## src/rtl/axil_strobe_bridge.sv

```systemverilog
`default_nettype none
// ============================================================================
// Module : axil_strobe_bridge
// AXI-Lite slave driving a per-port strobe/ack register bus, with fair R/W
// arbitration, ack timeout and DECERR/SLVERR responses.      Rev 1.0
// ============================================================================
module axil_strobe_bridge #(
  parameter int NUM_PORTS       = 4,
  parameter int PORT_SEL_LSB    = 10,
  parameter int PORT_SEL_BITS   = 2,
  parameter int LOCAL_ADDR_BITS = 12,
  parameter int TIMEOUT         = 255
) (
  input  logic                          axilClk,
  input  logic                          axilRstN,
  input  logic [31:0]                   axilReadMaster_araddr,
  input  logic                          axilReadMaster_arvalid,
  output logic                          axilReadSlave_arready,
  output logic [31:0]                   axilReadSlave_rdata,
  output logic [1:0]                    axilReadSlave_rresp,
  output logic                          axilReadSlave_rvalid,
  input  logic                          axilReadMaster_rready,
  input  logic [31:0]                   axilWriteMaster_awaddr,
  input  logic                          axilWriteMaster_awvalid,
  output logic                          axilWriteSlave_awready,
  input  logic [31:0]                   axilWriteMaster_wdata,
  input  logic [3:0]                    axilWriteMaster_wstrb,
  input  logic                          axilWriteMaster_wvalid,
  output logic                          axilWriteSlave_wready,
  output logic [1:0]                    axilWriteSlave_bresp,
  output logic                          axilWriteSlave_bvalid,
  input  logic                          axilWriteMaster_bready,
  output logic [NUM_PORTS-1:0]          port_wstr,
  output logic [NUM_PORTS-1:0]          port_rstr,
  input  logic [NUM_PORTS-1:0]          port_wack,
  input  logic [NUM_PORTS-1:0]          port_rack,
  output logic [LOCAL_ADDR_BITS-1:0]    port_waddr,
  output logic [LOCAL_ADDR_BITS-1:0]    port_raddr,
  output logic [31:0]                   port_din,
  input  logic [32*NUM_PORTS-1:0]       port_dout,
  output logic [15:0]                   timeout_count
);

  localparam logic [1:0]  RESP_OKAY   = 2'b00;
  localparam logic [1:0]  RESP_SLVERR = 2'b10;
  localparam logic [1:0]  RESP_DECERR = 2'b11;
  localparam logic [15:0] CNT_LAST    = 16'(TIMEOUT - 1);
  localparam logic [31:0] RDATA_TMO   = 32'hDEAD_DEAD;

  typedef enum logic [2:0] {
    S_IDLE   = 3'd0,
    S_WR_ACC = 3'd1,
    S_WR_STB = 3'd2,
    S_WR_RSP = 3'd3,
    S_RD_ACC = 3'd4,
    S_RD_STB = 3'd5,
    S_RD_RSP = 3'd6
  } state_t;

  state_t                       state_q, state_d;
  logic [1:0]                   rst_sync_q;
  logic                         last_wr_q, last_wr_d;
  logic [PORT_SEL_BITS-1:0]     idx_q, idx_d;
  logic [15:0]                  cnt_q, cnt_d;
  logic                         arready_q, arready_d;
  logic                         awready_q, awready_d;
  logic                         wready_q, wready_d;
  logic                         rvalid_q, rvalid_d;
  logic                         bvalid_q, bvalid_d;
  logic [1:0]                   rresp_q, rresp_d;
  logic [1:0]                   bresp_q, bresp_d;
  logic [31:0]                  rdata_q, rdata_d;
  logic [NUM_PORTS-1:0]         wstr_q, wstr_d;
  logic [NUM_PORTS-1:0]         rstr_q, rstr_d;
  logic [LOCAL_ADDR_BITS-1:0]   waddr_q, waddr_d;
  logic [LOCAL_ADDR_BITS-1:0]   raddr_q, raddr_d;
  logic [31:0]                  din_q, din_d;
  logic [15:0]                  tocnt_q, tocnt_d;

  logic [PORT_SEL_BITS-1:0]     aw_idx, ar_idx;
  logic                         aw_decerr, ar_decerr;
  logic                         accept_en, wr_elig, rd_elig;
  logic [NUM_PORTS-1:0]         sel_oh;
  logic                         wack_sel, rack_sel;
  logic [31:0]                  dout_sel;
  logic                         unused_addr_bits;

  function automatic logic [NUM_PORTS-1:0] port_onehot(input logic [PORT_SEL_BITS-1:0] sel);
    logic [NUM_PORTS-1:0] oh;
    oh = '0;
    for (int k = 0; k < NUM_PORTS; k++) begin
      oh[k] = (sel == PORT_SEL_BITS'(k));
    end
    return oh;
  endfunction

  assign aw_idx    = axilWriteMaster_awaddr[2+PORT_SEL_LSB +: PORT_SEL_BITS];
  assign ar_idx    = axilReadMaster_araddr[2+PORT_SEL_LSB +: PORT_SEL_BITS];
  assign aw_decerr = (32'(aw_idx) >= NUM_PORTS);
  assign ar_decerr = (32'(ar_idx) >= NUM_PORTS);

  // Only a subset of address bits is decoded; the rest are intentionally ignored.
  assign unused_addr_bits = ^{axilWriteMaster_awaddr, axilReadMaster_araddr};

  // New transactions are held off until the reset release has propagated.
  assign accept_en = rst_sync_q[1];
  assign wr_elig   = accept_en & axilWriteMaster_awvalid & axilWriteMaster_wvalid;
  assign rd_elig   = accept_en & axilReadMaster_arvalid;

  always_comb begin
    sel_oh   = port_onehot(idx_q);
    wack_sel = |(port_wack & sel_oh);
    rack_sel = |(port_rack & sel_oh);
    dout_sel = '0;
    for (int k = 0; k < NUM_PORTS; k++) begin
      if (sel_oh[k]) dout_sel = port_dout[32*k +: 32];
    end
  end

  always_comb begin
    state_d   = state_q;
    last_wr_d = last_wr_q;
    idx_d     = idx_q;
    cnt_d     = cnt_q;
    arready_d = 1'b0;
    awready_d = 1'b0;
    wready_d  = 1'b0;
    rvalid_d  = rvalid_q;
    bvalid_d  = bvalid_q;
    rresp_d   = rresp_q;
    bresp_d   = bresp_q;
    rdata_d   = rdata_q;
    waddr_d   = waddr_q;
    raddr_d   = raddr_q;
    din_d     = din_q;
    tocnt_d   = tocnt_q;

    case (state_q)
      S_IDLE: begin
        // last_wr_q=0 means the read was served last, so a tie goes to the write.
        if (wr_elig && (!rd_elig || !last_wr_q)) begin
          state_d   = S_WR_ACC;
          awready_d = 1'b1;
          wready_d  = 1'b1;
          last_wr_d = 1'b1;
        end else if (rd_elig) begin
          state_d   = S_RD_ACC;
          arready_d = 1'b1;
          last_wr_d = 1'b0;
        end
      end

      S_WR_ACC: begin
        waddr_d = axilWriteMaster_awaddr[2 +: LOCAL_ADDR_BITS];
        din_d   = axilWriteMaster_wdata;
        idx_d   = aw_idx;
        cnt_d   = '0;
        if (aw_decerr) begin
          bresp_d  = RESP_DECERR;
          bvalid_d = 1'b1;
          state_d  = S_WR_RSP;
        end else if (axilWriteMaster_wstrb != 4'hF) begin
          bresp_d  = RESP_SLVERR;
          bvalid_d = 1'b1;
          state_d  = S_WR_RSP;
        end else begin
          state_d  = S_WR_STB;
        end
      end

      S_WR_STB: begin
        if (wack_sel) begin
          bresp_d  = RESP_OKAY;
          bvalid_d = 1'b1;
          state_d  = S_WR_RSP;
        end else if (cnt_q == CNT_LAST) begin
          bresp_d  = RESP_SLVERR;
          bvalid_d = 1'b1;
          state_d  = S_WR_RSP;
          tocnt_d  = (tocnt_q == 16'hFFFF) ? tocnt_q : tocnt_q + 16'd1;
        end else begin
          cnt_d = cnt_q + 16'd1;
        end
      end

      S_WR_RSP: begin
        if (axilWriteMaster_bready) begin
          bvalid_d = 1'b0;
          state_d  = S_IDLE;
        end
      end

      S_RD_ACC: begin
        raddr_d = axilReadMaster_araddr[2 +: LOCAL_ADDR_BITS];
        idx_d   = ar_idx;
        cnt_d   = '0;
        if (ar_decerr) begin
          rresp_d  = RESP_DECERR;
          rdata_d  = '0;
          rvalid_d = 1'b1;
          state_d  = S_RD_RSP;
        end else begin
          state_d  = S_RD_STB;
        end
      end

      S_RD_STB: begin
        if (rack_sel) begin
          rresp_d  = RESP_OKAY;
          rdata_d  = dout_sel;
          rvalid_d = 1'b1;
          state_d  = S_RD_RSP;
        end else if (cnt_q == CNT_LAST) begin
          rresp_d  = RESP_SLVERR;
          rdata_d  = RDATA_TMO;
          rvalid_d = 1'b1;
          state_d  = S_RD_RSP;
          tocnt_d  = (tocnt_q == 16'hFFFF) ? tocnt_q : tocnt_q + 16'd1;
        end else begin
          cnt_d = cnt_q + 16'd1;
        end
      end

      S_RD_RSP: begin
        if (axilReadMaster_rready) begin
          rvalid_d = 1'b0;
          state_d  = S_IDLE;
        end
      end

      default: begin
        state_d = S_IDLE;
      end
    endcase

    // Strobes are registered copies of the upcoming STB state.
    wstr_d = (state_d == S_WR_STB) ? port_onehot(idx_d) : '0;
    rstr_d = (state_d == S_RD_STB) ? port_onehot(idx_d) : '0;
  end

  always_ff @(posedge axilClk or negedge axilRstN) begin
    if (!axilRstN) begin
      rst_sync_q <= 2'b00;
      state_q    <= S_IDLE;
      last_wr_q  <= 1'b0;
      idx_q      <= '0;
      cnt_q      <= '0;
      arready_q  <= 1'b0;
      awready_q  <= 1'b0;
      wready_q   <= 1'b0;
      rvalid_q   <= 1'b0;
      bvalid_q   <= 1'b0;
      rresp_q    <= 2'b00;
      bresp_q    <= 2'b00;
      rdata_q    <= '0;
      wstr_q     <= '0;
      rstr_q     <= '0;
      waddr_q    <= '0;
      raddr_q    <= '0;
      din_q      <= '0;
      tocnt_q    <= '0;
    end else begin
      rst_sync_q <= {rst_sync_q[0], 1'b1};
      state_q    <= state_d;
      last_wr_q  <= last_wr_d;
      idx_q      <= idx_d;
      cnt_q      <= cnt_d;
      arready_q  <= arready_d;
      awready_q  <= awready_d;
      wready_q   <= wready_d;
      rvalid_q   <= rvalid_d;
      bvalid_q   <= bvalid_d;
      rresp_q    <= rresp_d;
      bresp_q    <= bresp_d;
      rdata_q    <= rdata_d;
      wstr_q     <= wstr_d;
      rstr_q     <= rstr_d;
      waddr_q    <= waddr_d;
      raddr_q    <= raddr_d;
      din_q      <= din_d;
      tocnt_q    <= tocnt_d;
    end
  end

  assign axilReadSlave_arready  = arready_q;
  assign axilReadSlave_rdata    = rdata_q;
  assign axilReadSlave_rresp    = rresp_q;
  assign axilReadSlave_rvalid   = rvalid_q;
  assign axilWriteSlave_awready = awready_q;
  assign axilWriteSlave_wready  = wready_q;
  assign axilWriteSlave_bresp   = bresp_q;
  assign axilWriteSlave_bvalid  = bvalid_q;
  assign port_wstr              = wstr_q;
  assign port_rstr              = rstr_q;
  assign port_waddr             = waddr_q;
  assign port_raddr             = raddr_q;
  assign port_din               = din_q;
  assign timeout_count          = tocnt_q;

endmodule
`default_nettype wire

```

## config.mk

```make
export PLATFORM = sky130hd
export DESIGN_NAME = axil_strobe_bridge
export DESIGN_NICKNAME = d
export VERILOG_FILES = /design/src/rtl/axil_strobe_bridge.sv
export SDC_FILE = /design/constraint.sdc
export NUM_CORES = 1
export LEC_CHECK = 0
export ABC_CLOCK_PERIOD_IN_PS = 2400
export CAP_MARGIN = 30
export CORE_MARGIN = 1
export CORE_UTILIZATION = 36
export DETAILED_ROUTE_END_ITERATION = 8
export PLACE_DENSITY = 0.79
export SLEW_MARGIN = 30
export SYNTH_ARGS = -nofsm -noshare
export SYNTH_HDL_FRONTEND = slang
export SYNTH_SLANG_ARGS = --single-unit
```

## constraint.sdc

```tcl
create_clock -name axilClk -period 2.4 [get_ports axilClk]
set_input_delay 0.48 -clock axilClk [delete_from_list [all_inputs] [get_ports axilClk]]
set_output_delay 0.48 -clock axilClk [all_outputs]
set_load 0.02 [all_outputs]
```

Word-level counts from Yosys, hierarchy flattened
Cells that the tools add are included.

cells by class
  bitwise gates (word level) = 5
  mux-type cells = 48
  eq/ne operators = 24
  reductions and logical operators = 24
  add/sub/neg operators = 2

operators by type and width
  kind                     number
  $mux W32                 6
  $mux W16                 7
  $pmux W16 S3             1
  $add A16 B1 Y16 const B  2
  $pmux W16 S2             1
  $mux W3                  8
  $pmux W3 S7              1
  $eq A16 B16 Y1 const B   1
  $eq A16 B8 Y1 const B    1
  $mux W1                  14
  $eq A3 B3 Y1 const B     4
  $reduce_and A3 Y1        4
  $ne A2 B2 Y1 const B     5
  $reduce_bool A2 Y1       5
  $eq A3 B2 Y1 const B     3
  $and A4 B4 Y4            2
  $eq A2 B2 Y1 const B     4
  $mux W2                  4
  $mux W4                  2
  $pmux W2 S2              2
  $reduce_or A4 Y1         2
  $ne A3 B3 Y1 const B     2
  $reduce_bool A3 Y1       2
  $eq A2 B1 Y1 const B     2
  other kinds (13)         18

word-level totals
  word-level logic and storage cells = 121
  output and inout port bits = 121
  bits in registers = 144
  input bits = 243

Longest topological paths before layout
Gate-level depths: netlist of run 1.

  depth in word-level cells = 8
  depth in mapped cells = 9
  depth with buffers taken out = 7

Worst setup path before layout of run 1
No wires, ideal clock.

  path kind = register to register
  start point = reg idx_q[0]
  end point = reg tocnt_q[1] (netlist: timeout_count[1])
  required time = 2.275 ns
  path slack = 0.050 ns
  setup time = 0.125 ns
  stages on the path, launching flop included = 8
  data arrival time = 2.225 ns
  cell sequence = dfrtp_1 buf_6 mux4_2 a22o_1 or3b_1 buf_2 a21o_1 mux2_4

on the way
  cells in the longest elaborated chain, start to end = 5

RTL lines
  what                                        line      text
  start: declaration                          63        logic [PORT_SEL_BITS-1:0] idx_q, idx_d;
  start signal: assignment                    266       idx_q <= idx_d;
  $eq A2 B1 Y1, or another cell as far along  92        oh[k] = (sel == PORT_SEL_BITS'(k));
  $and A4 B4 Y4 (on tied branches)            113, 112
  $reduce_or A4 Y1 (on tied branches)         113, 112
  $ne A2 B2 Y1 (no source line)               --
  $reduce_and A3 Y1 (no source line) *        --
  end signal: assignment                      281       tocnt_q <= tocnt_d;
  end: declaration                            78        logic [15:0] tocnt_q, tocnt_d;

Mark *: on every way between the ends. The rest lies on a longest branch, timed or not.
A chain may end at the register's enable or synchronous reset.

Worst setup path after layout of run 1
  start point = in port_wack[3]
  end point = reg tocnt_q[4] (netlist: timeout_count[4])

on the way
  cells in the longest elaborated chain, start to end = 4

RTL lines
  what                                line  text
  start: declaration                  35    input logic [NUM_PORTS-1:0] port_wack,
  $and A4 B4 Y4                       112   wack_sel = |(port_wack & sel_oh);
  $reduce_or A4 Y1                    112
  $ne A2 B2 Y1 (no source line)       --
  $reduce_and A3 Y1 (no source line)  --

Every way passes these cells.

==> reports/results.tsv, run 1 <==
metric	value	unit
Placed Instances	1121	
Slew headroom	55.5	%
worst setup margin	0.115	ns
first-pass GRT wire length	33.7	mm
Ports	364	
Via-to-Cell Ratio	5.27	
Tot Pwr	12.7	mW
post-layout minimum cycle time	2.29	ns
Hold WS	0.00296	ns
fin crit share	95.2	%
Ant. Diodes	0	
pin count of the biggest net entering global routing	64	
H-tree lvl count	4	
max-slew violation count	0	
Clock Latency Late Sink	0.41	ns
CTS tree	yes	
Worst-path clk slew	0.06	ns
Cell Pwr Density	1140	mW/mm^2
final cell count without fillers	1155	
Die ar.	0.0196	mm^2
endpoints failing setup	0	
Mapped Cells	567	
number of iterations in the first detailed-routing pass	4	
number of synthesized flops with an enable pin	0	
WS Path Type	input pin to flop	
Routed WL per cell	19.1	um
critical path endpoint category	flop	
worst reg2reg startpoint	idx_q[0]	
core area	0.0187	mm^2
Synth Warn #	0	
Max VDD drop	699	uV
Hold/Removal Path Class	input pin to asynchronous set/reset pin	
PortBufs	321	
Bufs on Longest Clock Path	2	
DRC viols	0	
prevailing post-synth register cell	dfrtp_1	
ys async rst share	100	%
Vias	6088	
Rows	50	
Post-CTS Hold Fix Bufs	0	
fmax	438	MHz
syn avg cell area	12.1	um^2
Register Area	0.00356	mm^2
number of max-cap violations	0	
area of the multi-input gates	0.00313	mm^2
Final Hold Fails	0	
Final Skew	0.0122	ns
grt total ovfl	0	
FF-to-FF path depth	6	
layout cells sized above 1	19.8	%
initial antenna violation count	0	
GPL Wtd Cong	0.826	
Worst Tran Pin Value	0.663	ns
remaining antenna violation count	0	
DP Worst Slack	-0.332	ns
final wirelength	22.1	mm
sequential area share after synthesis	51.8	%
width of the die	140	um
number of global-route vias before repair	6180	
unrepaired setup endpoints after global routing	false	
Root Driver	clkbuf_16	
Core Util, Final	59.7	%
Area Growth Syn to Fin	62.8	%
DIE HEIGHT	140	um
Final Cell Area	0.0112	mm^2
crit-path max FO	7	
fin nets	1154	
reg-to-reg setup timing slack	0.15	ns
WP data required	2.73	ns
Synth Register Bits	142	
GRT Total Usage	22.4	%
HPWL Detailed	16.9	mm
DRT iter0 DRCs	357	
status	finished clean	
Worst EP arrival	2.62	ns
Placed Area	0.0105	mm^2
nature of the critical path startpoint	input pin	
Leakage	4.64	nW
fillcell total	1492	
Synth Cell Area	0.00686	mm^2
clock sinks	142	
Initial Utilization	36.7	%
Cell variety after synth	56	
setup_tns	0	ns
TritonCTS Buffers	17	
worst r2r dst	timeout_count[4]	
[kinds of logic (layout without fill, tap and decap cells)]
family                   count (synthesis)  in the layout  synth area share [%]
AND/OR/NAND/NOR                        169            169                  12.3
flip-flops                             142            142                  51.8
multiplexers                            95             95                  21.2
AO/OA/AOI/OAI                           89             89                  8.94
buffers and inverters                   52            405                  3.19
XOR/XNOR                                15             15                  1.92
adder cells (fa/ha/maj)                  3              3                 0.547
other                                    2              3                 0.109
[synth_stat cells, drive strengths merged, types with 3 or more instances]
master | n | area (um^2)
nor3 | 16 | 80.1
buf | 12 | 68.8
and2 | 6 | 37.5
xor2 | 6 | 52.6
mux2i | 3 | 30.0
o31ai | 14 | 110
a22o | 11 | 96.3
clkbuf | 28 | 105
ha | 3 | 37.5
xnor2 | 9 | 78.8
a31oi | 3 | 18.8
and4 | 4 | 35.0
inv | 12 | 45.0
nor2 | 42 | 158
a221oi | 3 | 26.3
and3 | 9 | 56.3
nor4 | 4 | 25.0
nand3 | 15 | 75.1
nand2 | 42 | 158
nand4 | 12 | 75.1
o21ai | 28 | 140
a21oi | 9 | 45.0
dfrtp | 142 | 3550
mux4 | 34 | 766
or2 | 4 | 25.0
nor3b | 3 | 27.5
mux2 | 58 | 657
or4 | 5 | 37.5
[worst max path at each step]
stage / from / end / slack, ns / depth (start not counted)
3_3_place_gp: port_wack[3] / timeout_count[12] / -0.32 / 7
5_1_grt: idx_q[0] / timeout_count[10] / 0.05 / 6
3_5_place_dp: port_wack[3] / port_wstr[1] / -0.33 / 6
2_1_floorplan: idx_q[0] / timeout_count[1] / 0.05 / 7
6_report: port_wack[3] / timeout_count[4] / 0.11 / 7
4_1_cts: port_wack[3] / port_wstr[3] / 0.09 / 6
[layout by cell type, fill, tap and decap left out, drive strengths merged, types with 4 or more instances in the layout]
cell,count
buf,41
mux4,34
and2,6
nand2,42
a22o,11
mux2,58
nor2,42
nor3,16
or4,5
or2,4
and3,9
nand4,12
clkinv,6
dfrtp,142
o21ai,28
and4,4
o31ai,14
xor2,6
xnor2,9
inv,14
nor4,4
clkbuf,19
a21oi,9
nand3,15
clkdlybuf4s50,320
[layer usage]
metal  track usage (%)  share of wire (%)  vias to the layer above  wire length, um
met2              37.4                 50                      243            11000
met3              6.60                6.9                       25             1520
met1              28.2                 42                     3039             9200
li1                  -                  -                     2781                -
met5                 0                  0                        -                0
met4              6.02                1.6                        0              344
[critical path, stage by stage]
cell and delay [ns]:
clkdlybuf4s50_1 0.43, mux4_2 0.51, a22o_1 0.28, or3b_1 0.38
buf_4 0.18, nor3_1 0.18, xor2_1 0.17
[flip-flops by register name, summed over array words and instances (netlist names), 3 cells and up]
signal               count
axilReadSlave_rdata     32
port_din                32
cnt_q                   16
timeout_count           16
port_raddr              12
port_waddr              12
port_rstr                4
port_wstr                4
state_q                  3
[where the power goes]
| group | switching, mW | internal, mW |
|---|---|---|
| combinational | 3.08 | 3.22 |
| clock | 1.03 | 1.59 |
| sequential | 0.547 | 3.25 |
| total | 4.66 | 8.07 |
[area by class of cell]
class | count | area share, %
clock buffer | 19 | 4.06
multi-input combinational | 374 | 28.0
clock inverter | 13 | 1.23
timing repair buffer | 361 | 31.8
sequential | 142 | 31.8
inverter | 12 | 0.403
tap | 234 | 2.62
[what timing repair did]
action / in CTS / in global routing
resized for setup: 0 / 7
setup buffers: 0 / 2
endpoints found under the setup margin: 0 / 9
No activity file was read; power rests on OpenSTA's default activity.
==> inputs of run 2 (changes only) <==
Settings changed: GPL_TIMING_DRIVEN from default to 0.
==> run 2 against run 1 <==
  * Die area is the same
  * Cell area grew 0.57%
  * Utilization grew 0.34 points
  * Flip-flop and latch count is the same
  * Combinational power grew 2%
  * Cell count grew 0.95%
  * Largest cell class unchanged
  * Largest power group unchanged
  * Highest routed layer is now met5
==> reports/results.tsv, run 2 (synthesis gave the netlist of run 1 again) <==
metric	value	unit	change
Final Hold Fails	0		unchanged
number of global-route vias before repair	6371		+3.1%
status	finished clean		
most frequent cells in the layout	clkdlybuf4s50_1 (320), dfrtp_1 (141), mux2_2 (57)		
fin crit share	98.7	%	+3.4 points
DIE HEIGHT	140	um	unchanged
Max VDD drop	640	uV	-8.4%
Root Driver	clkbuf_16		
crit path cell chain	clkdlybuf4s50_1, mux4_2, a22o_4, or3b_4, buf_6, a21o_1, mux2_4		
Hold/Removal Path Class	input pin to asynchronous set/reset pin		
Placed Area	0.0104	mm^2	-1.3%
clock sinks	142		unchanged
commonest non-fill, non-tap cell in the layout	clkdlybuf4s50_1		
Worst-path clk slew	0.06	ns	about the same
H-tree lvl count	4		unchanged
WP data required	2.70	ns	-0.03 ns
Critical-path top delay cell	mux4_2		
Rows	50		unchanged
max-slew violation count	0		unchanged
Bufs on Longest Clock Path	2		unchanged
DP Worst Slack	-0.708	ns	-0.377 ns
Vias	6195		+1.8%
Core Util, Final	60.1	%	+0.34 points
fmax	422	MHz	-3.5%
DRC viols	0		unchanged
number of max-cap violations	0		unchanged
Area Growth Syn to Fin	63.7	%	
Worst EP arrival	2.67	ns	+0.05 ns
Placed Instances	1124		+0.27%
Ports	364		unchanged
post-layout minimum cycle time	2.37	ns	+0.0827 ns
Initial Utilization	36.7	%	unchanged
pin count of the biggest net entering global routing	79		+23%
GPL Wtd Cong	0.851		+3.0%
fillcell total	1521		+1.9%
worst r2r dst	timeout_count[1]		
endpoints failing setup	0		unchanged
global routing's busiest layer	met2		
Worst Tran Pin Value	0.869	ns	+0.206 ns
Clock Latency Late Sink	0.42	ns	about the same
Post-CTS Hold Fix Bufs	0		unchanged
Ant. Diodes	0		unchanged
Routed WL per cell	19.6	um	+2.9%
crit-path max FO	8		+1
WS Path Type	input pin to flop		
GRT Total Usage	23.5	%	+1.2 points
met3 Usage GRT	7.18	%	+0.58 points
Cell Pwr Density	1160	mW/mm^2	+1.4%
CTS tree	yes		
nature of the critical path startpoint	input pin		
PortBufs	321		unchanged
Register Area	0.00355	mm^2	about the same
final wirelength	22.9	mm	+3.8%
routing usage on met1	28.9	%	+0.67 points
grt total ovfl	0		unchanged
layout cells sized above 1	19.4	%	-0.34 points
width of the die	140	um	unchanged
number of iterations in the first detailed-routing pass	5		+1
Slew headroom	42.0	%	-13 points
critical path endpoint category	flop		
final cell count without fillers	1166		+0.95%
FF-to-FF path depth	7		+1
Via-to-Cell Ratio	5.31		+0.80%
core area	0.0187	mm^2	unchanged
initial antenna violation count	2		+2
first-pass GRT wire length	35.1	mm	+4.2%
Die ar.	0.0196	mm^2	unchanged
remaining antenna violation count	0		unchanged
Final Skew	0.00863	ns	-0.00353 ns
met2 usage	39.7	%	+2.3 points
DRT iter0 DRCs	436		+22%
fin nets	1165		+0.95%
worst path bufs/invs	2		unchanged
reg-to-reg setup timing slack	0.05	ns	-0.10 ns
Leakage	4.65	nW	+0.26%
TritonCTS Buffers	17		unchanged
worst setup margin	0.0319	ns	-0.0827 ns
worst reg2reg startpoint	idx_q[0]		
unrepaired setup endpoints after global routing	true		
area of the multi-input gates	0.00319	mm^2	+1.7%
Top delay family on crit path	multiplexers		
Max stage delay on crit path	0.52	ns	about the same
Final Cell Area	0.0112	mm^2	+0.57%
HPWL Detailed	17.5	mm	+3.6%
run 2: cell count changes in the layout (fill, tap and decap cells not counted), sizes merged:
| cell | delta |
|---|---|
| clkinvlp | +1 |
| inv | +4 |
| bufinv | +1 |
| clkbuf | +25 |
| clkinv | -5 |
| buf | -15 |
run 2: through the flow:
| step | power, mW | hold WS [ns] | setup TNS, ns |
|---|---|---|---|
| 4_1_cts | 13.0 | 0.00923 | 0 |
| 5_1_grt | 13.6 | 0.0357 | -0.0601 |
| 2_1_floorplan | 7.14 | 0.184 | 0 |
| 3_5_place_dp | 9.97 | 0.336 | -46.01 |
| 3_3_place_gp | 9.85 | 0.333 | -744.24 |
| 6_report | 13.0 | 0.00766 | 0 |
run 2: power breakdown:
part	leakage (nW)	internal (mW)	switching, mW	total, mW
sequential	1.80	3.25	0.490	3.74
clock	0.292	1.68	1.10	2.78
combinational	2.56	3.19	3.27	6.45
run 2: worst max-delay path by stage:
stage / startpoint / end / slack (ns) / cells past startpoint
global route: idx_q[0] / timeout_count[1] / -0.04 / 7
floorplan: idx_q[0] / timeout_count[1] / 0.05 / 7
CTS: cnt_q[0] / cnt_q[13] / 0.005 / 9
finish: port_wack[3] / timeout_count[1] / 0.03 / 7
global placement: axilRstN / axilReadSlave_rdata[10] / -4.95 / 1
detailed placement: port_rack[3] / axilReadSlave_rdata[2] / -0.71 / 5
run 2: timing repair:
item                       4_1_cts  5_1_grt
pin swaps                        4        1
setup endpoints to repair      113       51
resized for setup               24       19
buffers inserted                10        3
run 2: metal layers:
metal | vias up | share of wire [%]
li1 | 2799 | -
met1 | 3062 | 40
met2 | 302 | 50
met3 | 30 | 8.5
met4 | 2 | 1.5
met5 | - | 0.039
run 2: worst reg2reg max path: stages (launching register included):
cell	delay [ns]
dfrtp_1	0.34
buf_6	0.11
mux4_2	0.53
a22o_4	0.28
or3b_4	0.37
buf_6	0.14
a21o_1	0.17
mux2_4	0.29
run 2: area by class of cell:
| class | count | share of cell area (%) |
|---|---|---|
| timing repair buffer | 335 | 29.8 |
| inverter | 12 | 0.401 |
| clock buffer | 18 | 3.91 |
| buffer | 37 | 1.72 |
| tap | 234 | 2.61 |
| sequential | 142 | 31.6 |
| clock inverter | 14 | 1.60 |
| multi-input combinational | 374 | 28.4 |
==> inputs of run 3 (changes only) <==
Settings changed: CTS_BUF_LIST from default to sky130_fd_sc_hd__clkbuf_4 sky130_fd_sc_hd__clkbuf_8 sky130_fd_sc_hd__clkbuf_16.
==> results of run 3 <==
Same layout as run 2: the final DEF is identical, and so are final timing and power.
